===== src/rtl/vga_timing_pkg.sv =====
`default_nettype none
// ============================================================================
//  Module      : vga_timing_pkg
//  Description : Shared VGA timing defaults, decoder state encoding, delay-line
//                tap type and sync-window helper.
//  Revision    : 1.0  initial release
// ============================================================================
package vga_timing_pkg;

    localparam int c_h_vis   = 640;
    localparam int c_h_fp    = 16;
    localparam int c_h_sync  = 96;
    localparam int c_h_bp    = 48;
    localparam int c_v_vis   = 480;
    localparam int c_v_fp    = 10;
    localparam int c_v_sync  = 2;
    localparam int c_v_bp    = 33;
    localparam int c_rgb_lag = 1;

    typedef enum logic [1:0] {
        SEARCH = 2'd0,
        VERIFY = 2'd1,
        LOCKED = 2'd2
    } state_t;

    // One entry of the coordinate delay line
    typedef struct packed {
        logic [9:0] x;
        logic [9:0] y;
        logic       vis;
    } pos_tap_t;

    // True when pos lies in [lo, lo+len-1]
    function automatic logic in_window(input logic [9:0] pos, input int lo, input int len);
        return (int'(pos) >= lo) && (int'(pos) < lo + len);
    endfunction

endpackage
`default_nettype wire


===== src/rtl/vga_pos_counter.sv =====
`default_nettype none
// ============================================================================
//  Module      : vga_pos_counter
//  Description : Raster x/y counter with line/frame wrap. Exposes the position
//                after the next advance and the sync levels expected there.
//  Revision    : 1.0  initial release
// ============================================================================
module vga_pos_counter
    import vga_timing_pkg::*;
#(
    parameter int H_VIS  = c_h_vis,
    parameter int H_FP   = c_h_fp,
    parameter int H_SYNC = c_h_sync,
    parameter int H_BP   = c_h_bp,
    parameter int V_VIS  = c_v_vis,
    parameter int V_FP   = c_v_fp,
    parameter int V_SYNC = c_v_sync,
    parameter int V_BP   = c_v_bp
)(
    input  logic       clk,
    input  logic       reset,
    input  logic       load,
    input  logic       advance,
    output logic [9:0] next_x,
    output logic [9:0] next_y,
    output logic       exp_h,
    output logic       exp_v
);

    localparam logic [9:0] c_x_last  = 10'(H_VIS + H_FP + H_SYNC + H_BP - 1);
    localparam logic [9:0] c_y_last  = 10'(V_VIS + V_FP + V_SYNC + V_BP - 1);
    localparam logic [9:0] c_y_entry = 10'(V_VIS + V_FP);

    logic [9:0] r_x;
    logic [9:0] r_y;
    logic [9:0] w_nx;
    logic [9:0] w_ny;

    // Position one tick ahead, wrapping at end of line and end of frame
    always_comb begin
        w_nx = r_x + 10'd1;
        w_ny = r_y;
        if (r_x == c_x_last) begin
            w_nx = '0;
            w_ny = (r_y == c_y_last) ? '0 : r_y + 10'd1;
        end
    end

    assign next_x = w_nx;
    assign next_y = w_ny;
    assign exp_h  = in_window(w_nx, H_VIS + H_FP, H_SYNC);
    assign exp_v  = in_window(w_ny, V_VIS + V_FP, V_SYNC);

    // Load the vsync-edge position, otherwise step when asked
    always_ff @(posedge clk or posedge reset) begin
        if (reset) begin
            r_x <= '0;
            r_y <= '0;
        end else if (load) begin
            r_x <= '0;
            r_y <= c_y_entry;
        end else if (advance) begin
            r_x <= w_nx;
            r_y <= w_ny;
        end
    end

endmodule
`default_nettype wire


===== src/rtl/vga_rx_decoder.sv =====
`default_nettype none
// ============================================================================
//  Module      : vga_rx_decoder
//  Description : Locks onto an incoming VGA sync stream, verifies it every
//                pixel tick, and emits decoded visible pixels with a per-frame
//                colour checksum.
//  Revision    : 1.0  initial release
// ============================================================================
module vga_rx_decoder
    import vga_timing_pkg::*;
#(
    parameter int H_VIS   = c_h_vis,
    parameter int H_FP    = c_h_fp,
    parameter int H_SYNC  = c_h_sync,
    parameter int H_BP    = c_h_bp,
    parameter int V_VIS   = c_v_vis,
    parameter int V_FP    = c_v_fp,
    parameter int V_SYNC  = c_v_sync,
    parameter int V_BP    = c_v_bp,
    parameter int RGB_LAG = c_rgb_lag
)(
    input  logic        clk,
    input  logic        reset,
    input  logic        pixel_tick,
    input  logic        h_synch,
    input  logic        v_synch,
    input  logic [2:0]  rgb,
    output logic        pix_valid,
    output logic [9:0]  pix_x,
    output logic [9:0]  pix_y,
    output logic [2:0]  pix_rgb,
    output logic        locked,
    output logic        frame_start,
    output logic        sync_err,
    output logic [7:0]  err_cnt,
    output logic [15:0] frame_sum,
    output logic        sum_valid
);

    localparam logic [9:0] c_y_entry   = 10'(V_VIS + V_FP);
    localparam logic [9:0] c_x_vis     = 10'(H_VIS);
    localparam logic [9:0] c_y_vis     = 10'(V_VIS);
    localparam logic [9:0] c_x_vis_end = 10'(H_VIS - 1);
    localparam logic [9:0] c_y_vis_end = 10'(V_VIS - 1);

    state_t     r_state;
    state_t     w_state_nxt;
    logic       r_v_prev;
    logic       w_load;
    logic       w_adv;
    logic       w_mismatch;
    logic       w_leave;
    logic       w_shift;
    logic       w_emit;
    logic [9:0] w_nx;
    logic [9:0] w_ny;
    logic       w_exp_h;
    logic       w_exp_v;
    pos_tap_t   w_cur;
    pos_tap_t   w_tap;

    logic        r_pix_valid;
    logic [9:0]  r_pix_x;
    logic [9:0]  r_pix_y;
    logic [2:0]  r_pix_rgb;
    logic        r_frame_start;
    logic        r_sync_err;
    logic [7:0]  r_err_cnt;
    logic [15:0] r_acc;
    logic [15:0] r_frame_sum;
    logic        r_sum_pend;
    logic        r_sum_valid;

    vga_pos_counter #(
        .H_VIS (H_VIS), .H_FP (H_FP), .H_SYNC (H_SYNC), .H_BP (H_BP),
        .V_VIS (V_VIS), .V_FP (V_FP), .V_SYNC (V_SYNC), .V_BP (V_BP)
    ) u_pos (
        .clk     (clk),
        .reset   (reset),
        .load    (w_load),
        .advance (w_adv),
        .next_x  (w_nx),
        .next_y  (w_ny),
        .exp_h   (w_exp_h),
        .exp_v   (w_exp_v)
    );

    // State register and previous vsync sample, both frozen between ticks
    always_ff @(posedge clk or posedge reset) begin
        if (reset) begin
            r_state  <= SEARCH;
            r_v_prev <= 1'b0;
        end else if (pixel_tick) begin
            r_state  <= w_state_nxt;
            r_v_prev <= v_synch;
        end
    end

    // Next-state: hunt for a vsync edge, then check sync levels every tick
    always_comb begin
        w_state_nxt = r_state;
        w_load      = 1'b0;
        w_adv       = 1'b0;
        w_mismatch  = 1'b0;
        if (pixel_tick) begin
            case (r_state)
                SEARCH: begin
                    if (v_synch && !r_v_prev) begin
                        w_load      = 1'b1;
                        w_state_nxt = VERIFY;
                    end
                end
                VERIFY, LOCKED: begin
                    w_adv = 1'b1;
                    if ((h_synch != w_exp_h) || (v_synch != w_exp_v)) begin
                        w_mismatch  = 1'b1;
                        w_state_nxt = SEARCH;
                    end else if ((r_state == VERIFY) && (w_nx == 10'd0) && (w_ny == c_y_entry)) begin
                        w_state_nxt = LOCKED;
                    end
                end
                default: w_state_nxt = SEARCH;
            endcase
        end
    end

    assign w_leave = (r_state == LOCKED) && pixel_tick && (w_state_nxt != LOCKED);
    assign w_shift = pixel_tick && (r_state == LOCKED) && !w_mismatch;
    assign w_cur   = '{x: w_nx, y: w_ny, vis: (w_nx < c_x_vis) && (w_ny < c_y_vis)};

    generate
        if (RGB_LAG == 0) begin : g_no_lag
            assign w_tap = w_cur;
        end else begin : g_lag
            pos_tap_t [RGB_LAG-1:0] r_dl;

            // Coordinate delay line aligning positions with the lagging rgb
            always_ff @(posedge clk or posedge reset) begin
                if (reset) begin
                    r_dl <= '0;
                end else if (w_leave) begin
                    r_dl <= '0;
                end else if (w_shift) begin
                    r_dl[0] <= w_cur;
                    for (int i = 1; i < RGB_LAG; i++) begin
                        r_dl[i] <= r_dl[i-1];
                    end
                end
            end

            assign w_tap = r_dl[RGB_LAG-1];
        end
    endgenerate

    assign w_emit = w_shift && w_tap.vis;

    // Pixel, error and checksum outputs
    always_ff @(posedge clk or posedge reset) begin
        if (reset) begin
            r_pix_valid   <= 1'b0;
            r_pix_x       <= '0;
            r_pix_y       <= '0;
            r_pix_rgb     <= '0;
            r_frame_start <= 1'b0;
            r_sync_err    <= 1'b0;
            r_err_cnt     <= '0;
            r_acc         <= '0;
            r_frame_sum   <= '0;
            r_sum_pend    <= 1'b0;
            r_sum_valid   <= 1'b0;
        end else begin
            r_pix_valid   <= w_emit;
            r_frame_start <= w_emit && (w_tap.x == 10'd0) && (w_tap.y == 10'd0);
            r_sync_err    <= w_mismatch;
            if (w_emit) begin
                r_pix_x   <= w_tap.x;
                r_pix_y   <= w_tap.y;
                r_pix_rgb <= rgb;
            end
            if (w_mismatch && (r_err_cnt != 8'hFF)) begin
                r_err_cnt <= r_err_cnt + 8'd1;
            end
            // Pixel (0,0) restarts the sum so only whole locked frames complete
            if (w_emit) begin
                r_acc <= (((w_tap.x == 10'd0) && (w_tap.y == 10'd0)) ? 16'd0 : r_acc) + {13'd0, rgb};
            end else if (w_leave) begin
                r_acc <= '0;
            end
            // The sum is published one clk after the last visible pixel
            r_sum_pend  <= w_emit && (w_tap.x == c_x_vis_end) && (w_tap.y == c_y_vis_end);
            r_sum_valid <= r_sum_pend;
            if (r_sum_pend) begin
                r_frame_sum <= r_acc;
            end
        end
    end

    assign pix_valid   = r_pix_valid;
    assign pix_x       = r_pix_x;
    assign pix_y       = r_pix_y;
    assign pix_rgb     = r_pix_rgb;
    assign locked      = (r_state == LOCKED);
    assign frame_start = r_frame_start;
    assign sync_err    = r_sync_err;
    assign err_cnt     = r_err_cnt;
    assign frame_sum   = r_frame_sum;
    assign sum_valid   = r_sum_valid;

endmodule
`default_nettype wire


===== config.mk =====
export PLATFORM = sky130hd
export DESIGN_NAME = vga_rx_decoder
export DESIGN_NICKNAME = d
export VERILOG_FILES = /design/src/rtl/vga_timing_pkg.sv /design/src/rtl/vga_pos_counter.sv /design/src/rtl/vga_rx_decoder.sv
export SDC_FILE = /design/constraint.sdc
export NUM_CORES = 1
export LEC_CHECK = 0
export BUFFER_PORTS_ARGS = -buffer_cell sky130_fd_sc_hd__buf_2
export CAP_MARGIN = 20
export CORE_MARGIN = 4
export CORE_UTILIZATION = 30
export CTS_CLUSTER_DIAMETER = 120
export DETAILED_ROUTE_END_ITERATION = 8
export PLACE_DENSITY = 0.48
export SLEW_MARGIN = 30
export SYNTH_ARGS = -nofsm -noshare
export SYNTH_HDL_FRONTEND = slang
export SYNTH_HIERARCHICAL = 1
export SYNTH_SLANG_ARGS = --single-unit

===== constraint.sdc =====
create_clock -name clk -period 7.29 [get_ports clk]
set_clock_uncertainty 0.1 [all_clocks]
set_input_delay 1.458 -clock clk [delete_from_list [all_inputs] [get_ports clk]]
set_output_delay 1.458 -clock clk [all_outputs]
set_load 0.05 [all_outputs]

==> impl_metrics.json <==
{
  "tns_ns": 0,
  "path_max_fanout": 42,
  "cts_setup_buffers": 0,
  "area_growth_pct": 12.8,
  "slew_viol_final": 0,
  "synth_top_area_share_pct": 46.2,
  "numCtsBuffers": 9,
  "critPathArrivalTime_ns": 4.56,
  "syn_nets": 667,
  "setup_slack_ns": 2.85,
  "setup_viol": 0,
  "ys_top_cells_by_area": "dfrtp_1 (46%), nand2_1 (8.5%), mux2_2 (3.5%)",
  "place_ws_ns": 2.84,
  "hpwl_um": 10500,
  "cts-htree-levels": 3,
  "wl_per_cell_um": 15.3,
  "crit_required_ns": 7.41,
  "io_buffers": 59,
  "syn_avg_cell_area_um2": 9.39,
  "hold_viol_final": 0,
  "start_util_pct": 30.9,
  "die_y_um": 150,
  "startpoint_type": "flip-flop",
  "tightest_slew_ns": 0.793,
  "drt_pass1_iterations": 5,
  "r2r_cells": 11,
  "cts-root-buf": "clkbuf_16",
  "leakage_nw": 3.12,
  "cts_tree": "yes",
  "clk_path_buf_depth": 2,
  "cts.clk_slew.worst_paths_ns": 0.08,
  "drtAntennaViolNets": 0,
  "cap_violations": 0,
  "timing_worst_setup_path_type": "reg -> reg",
  "ys_warn_count": 6,
  "ys_seq_area_share_pct": 46.2,
  "rows": 51,
  "ir_worst_vdd_uv": 139,
  "yosysMostFrequentCell": "nand2_1",
  "fin_crit_sh_pct": 60.9,
  "antenna_found_initial": 0,
  "num_io_pins": 60,
  "nets": 703,
  "comb_power_share_pct": 23.9,
  "vias": 4696,
  "drt-total-wl_um": 14500,
  "grt_max_degree": 83,
  "clock.fmax_ghz": 0.225,
  "gp_congestion": 0.842,
  "reg2reg_to": "r_acc[14]",
  "drc": 0,
  "seqPwrFrac_pct": 45.2,
  "switching_share_pct": 35.0,
  "grt_usage_pct": 13.5,
  "p_switching_mw": 0.576,
  "hp-class": "reg -> reg",
  "via_per_inst": 4.94,
  "die-area_mm2": 0.0226,
  "end_kind": "flip-flop",
  "syn_area_mm2": 0.00607,
  "r2r-start": "u_pos/r_x[5]",
  "cts_resized": 0,
  "r2r_slack_ns": 2.85,
  "ys.flop_type": "dfrtp_1",
  "internal-power_mw": 1.07,
  "whs_path_depth": 2,
  "grt_pass1_wl_um": 24600,
  "p_clk_share_pct": 31.0,
  "rsz0062_at_grt": "false",
  "drive_gt1_share_pct": 17.1,
  "synthCells": 646,
  "hold_end": "pix_y[3]",
  "synth_common_cells": "nand2_1 (138), dfrtp_1 (112), nor2_1 (32)",
  "status": "finished, final reports clean",
  "synth_cell_type_count": 67,
  "cts_hold_buf": 0,
  "power_density_mw_per_mm2": 240,
  "slew_headroom_pct": 47.1,
  "hold_start": "pix_y[3]",
  "clock_latency_ns": 0.35,
  "core_area_mm2": 0.0197,
  "fin_util_pct": 34.8,
  "grt_pass1_vias": 4670,
  "period_minus_slack_ns": 4.44,
  "first_iter_violations": 270,
  "holdWs_ns": 0.373,
  "synth-edff-count": 0,
  "grt.overflow.total": 0,
  "async_flop_share_pct": 100,
  "synth_top_area_cell": "dfrtp_1",
  "diodes": 0,
  "cts_sinks": 112,
  "ys_ff_latch": 112,
  "die_x_um": 150
}
[per-layer routing]
| layer | global-route usage [%] | wire length [um] | part of all wire (%) | vias up |
|---|---|---|---|---|
| li1 | - | - | - | 2342 |
| met1 | 18.8 | 7000 | 48 | 2260 |
| met2 | 21.6 | 6810 | 47 | 86 |
| met3 | 2.71 | 599 | 4.1 | 8 |
| met4 | 3.48 | 135 | 0.93 | 0 |
| met5 | 0 | 0 | 0 | - |
[critical path, cell delays in order, from the launching register on]
cell and delay [ns]:
dfrtp_1 0.50, or3b_1 0.53, or3_4 0.51, or3_4 0.40
a221oi_2 0.26, and4_1 0.25, xor2_2 0.29, o21ai_4 0.13
nand2_4 0.33, clkinv_2 0.57, o211ai_1 0.29, a41oi_1 0.14
[cell families (layout without fill, tap and decap cells)]
kind of cell,count (synthesis),after routing,share of synthesized area [%]
adders and majority gates,13,13,2.80
muxes,21,21,3.86
buffers and inverters,67,107,4.89
and+or+nand+nor,294,294,24.5
xor gates and xnor gates,28,28,4.17
AOI/OAI and AO/OA,111,111,13.6
DFF,112,112,46.2
[worst max path at each step]
stage | depth (start not counted) | to | from | slack, ns
final | 11 | r_acc[14] | u_pos/r_x[5] | 2.85
after global routing | 12 | r_acc[4] | u_pos/r_x[5] | 2.38
after CTS | 12 | r_acc[14] | u_pos/r_x[5] | 2.83
after detailed placement | 12 | r_acc[14] | u_pos/r_x[5] | 2.84
after global placement | 12 | r_acc[14] | u_pos/r_x[5] | 2.39
after floorplan | 1 | err_cnt[0] | reset | 3.34
[state kept, by name, summed over array words and instances (netlist names)]
name,flops
g_lag.r_dl,21
frame_sum,16
r_acc,16
pix_x,10
pix_y,10
u_pos/r_x,10
u_pos/r_y,10
err_cnt,8
pix_rgb,3
r_state,2
frame_start,1
pix_valid,1
r_sum_pend,1
r_v_prev,1
sum_valid,1
sync_err,1
[through the flow]
step	area (um2)	total power [mW]	cells
2_1_floorplan	6070	1.05	646
3_3_place_gp	6540	1.14	936
3_5_place_dp	6540	1.15	936
4_1_cts	6840	1.67	951
5_1_grt	6840	1.74	951
6_report	6840	1.64	951
[power groups by stage]
stage               combinational, mW  sequential [mW]  clock (mW)
floorplan                       0.266            0.780           0
global placement                0.390            0.753           0
detailed placement              0.391            0.755           0
CTS                             0.394            0.743       0.532
global route                    0.433            0.755       0.554
finish                          0.393            0.743       0.509
[final cells by class]
class                   instances  area (um2)
fillers                      2046       12800
flip-flops and latches        112        2800
inverters                      30         115
multi-input cells             467        2970
clock buffers                   9         225
well taps                     265         332
repair buffers                 62         322
clock inverters                 6        76.3
[cell usage in the layout, fill, tap and decap left out, drive strengths merged, types with 14 or more instances in the layout]
cell / n
o21ai: 22
mux2: 19
o211ai: 14
dfrtp: 112
nand3: 18
buf: 62
a21oi: 30
xor2: 15
nand2: 139
nand4: 27
nor2: 32
inv: 30
(Power assumes the default switching activity.)
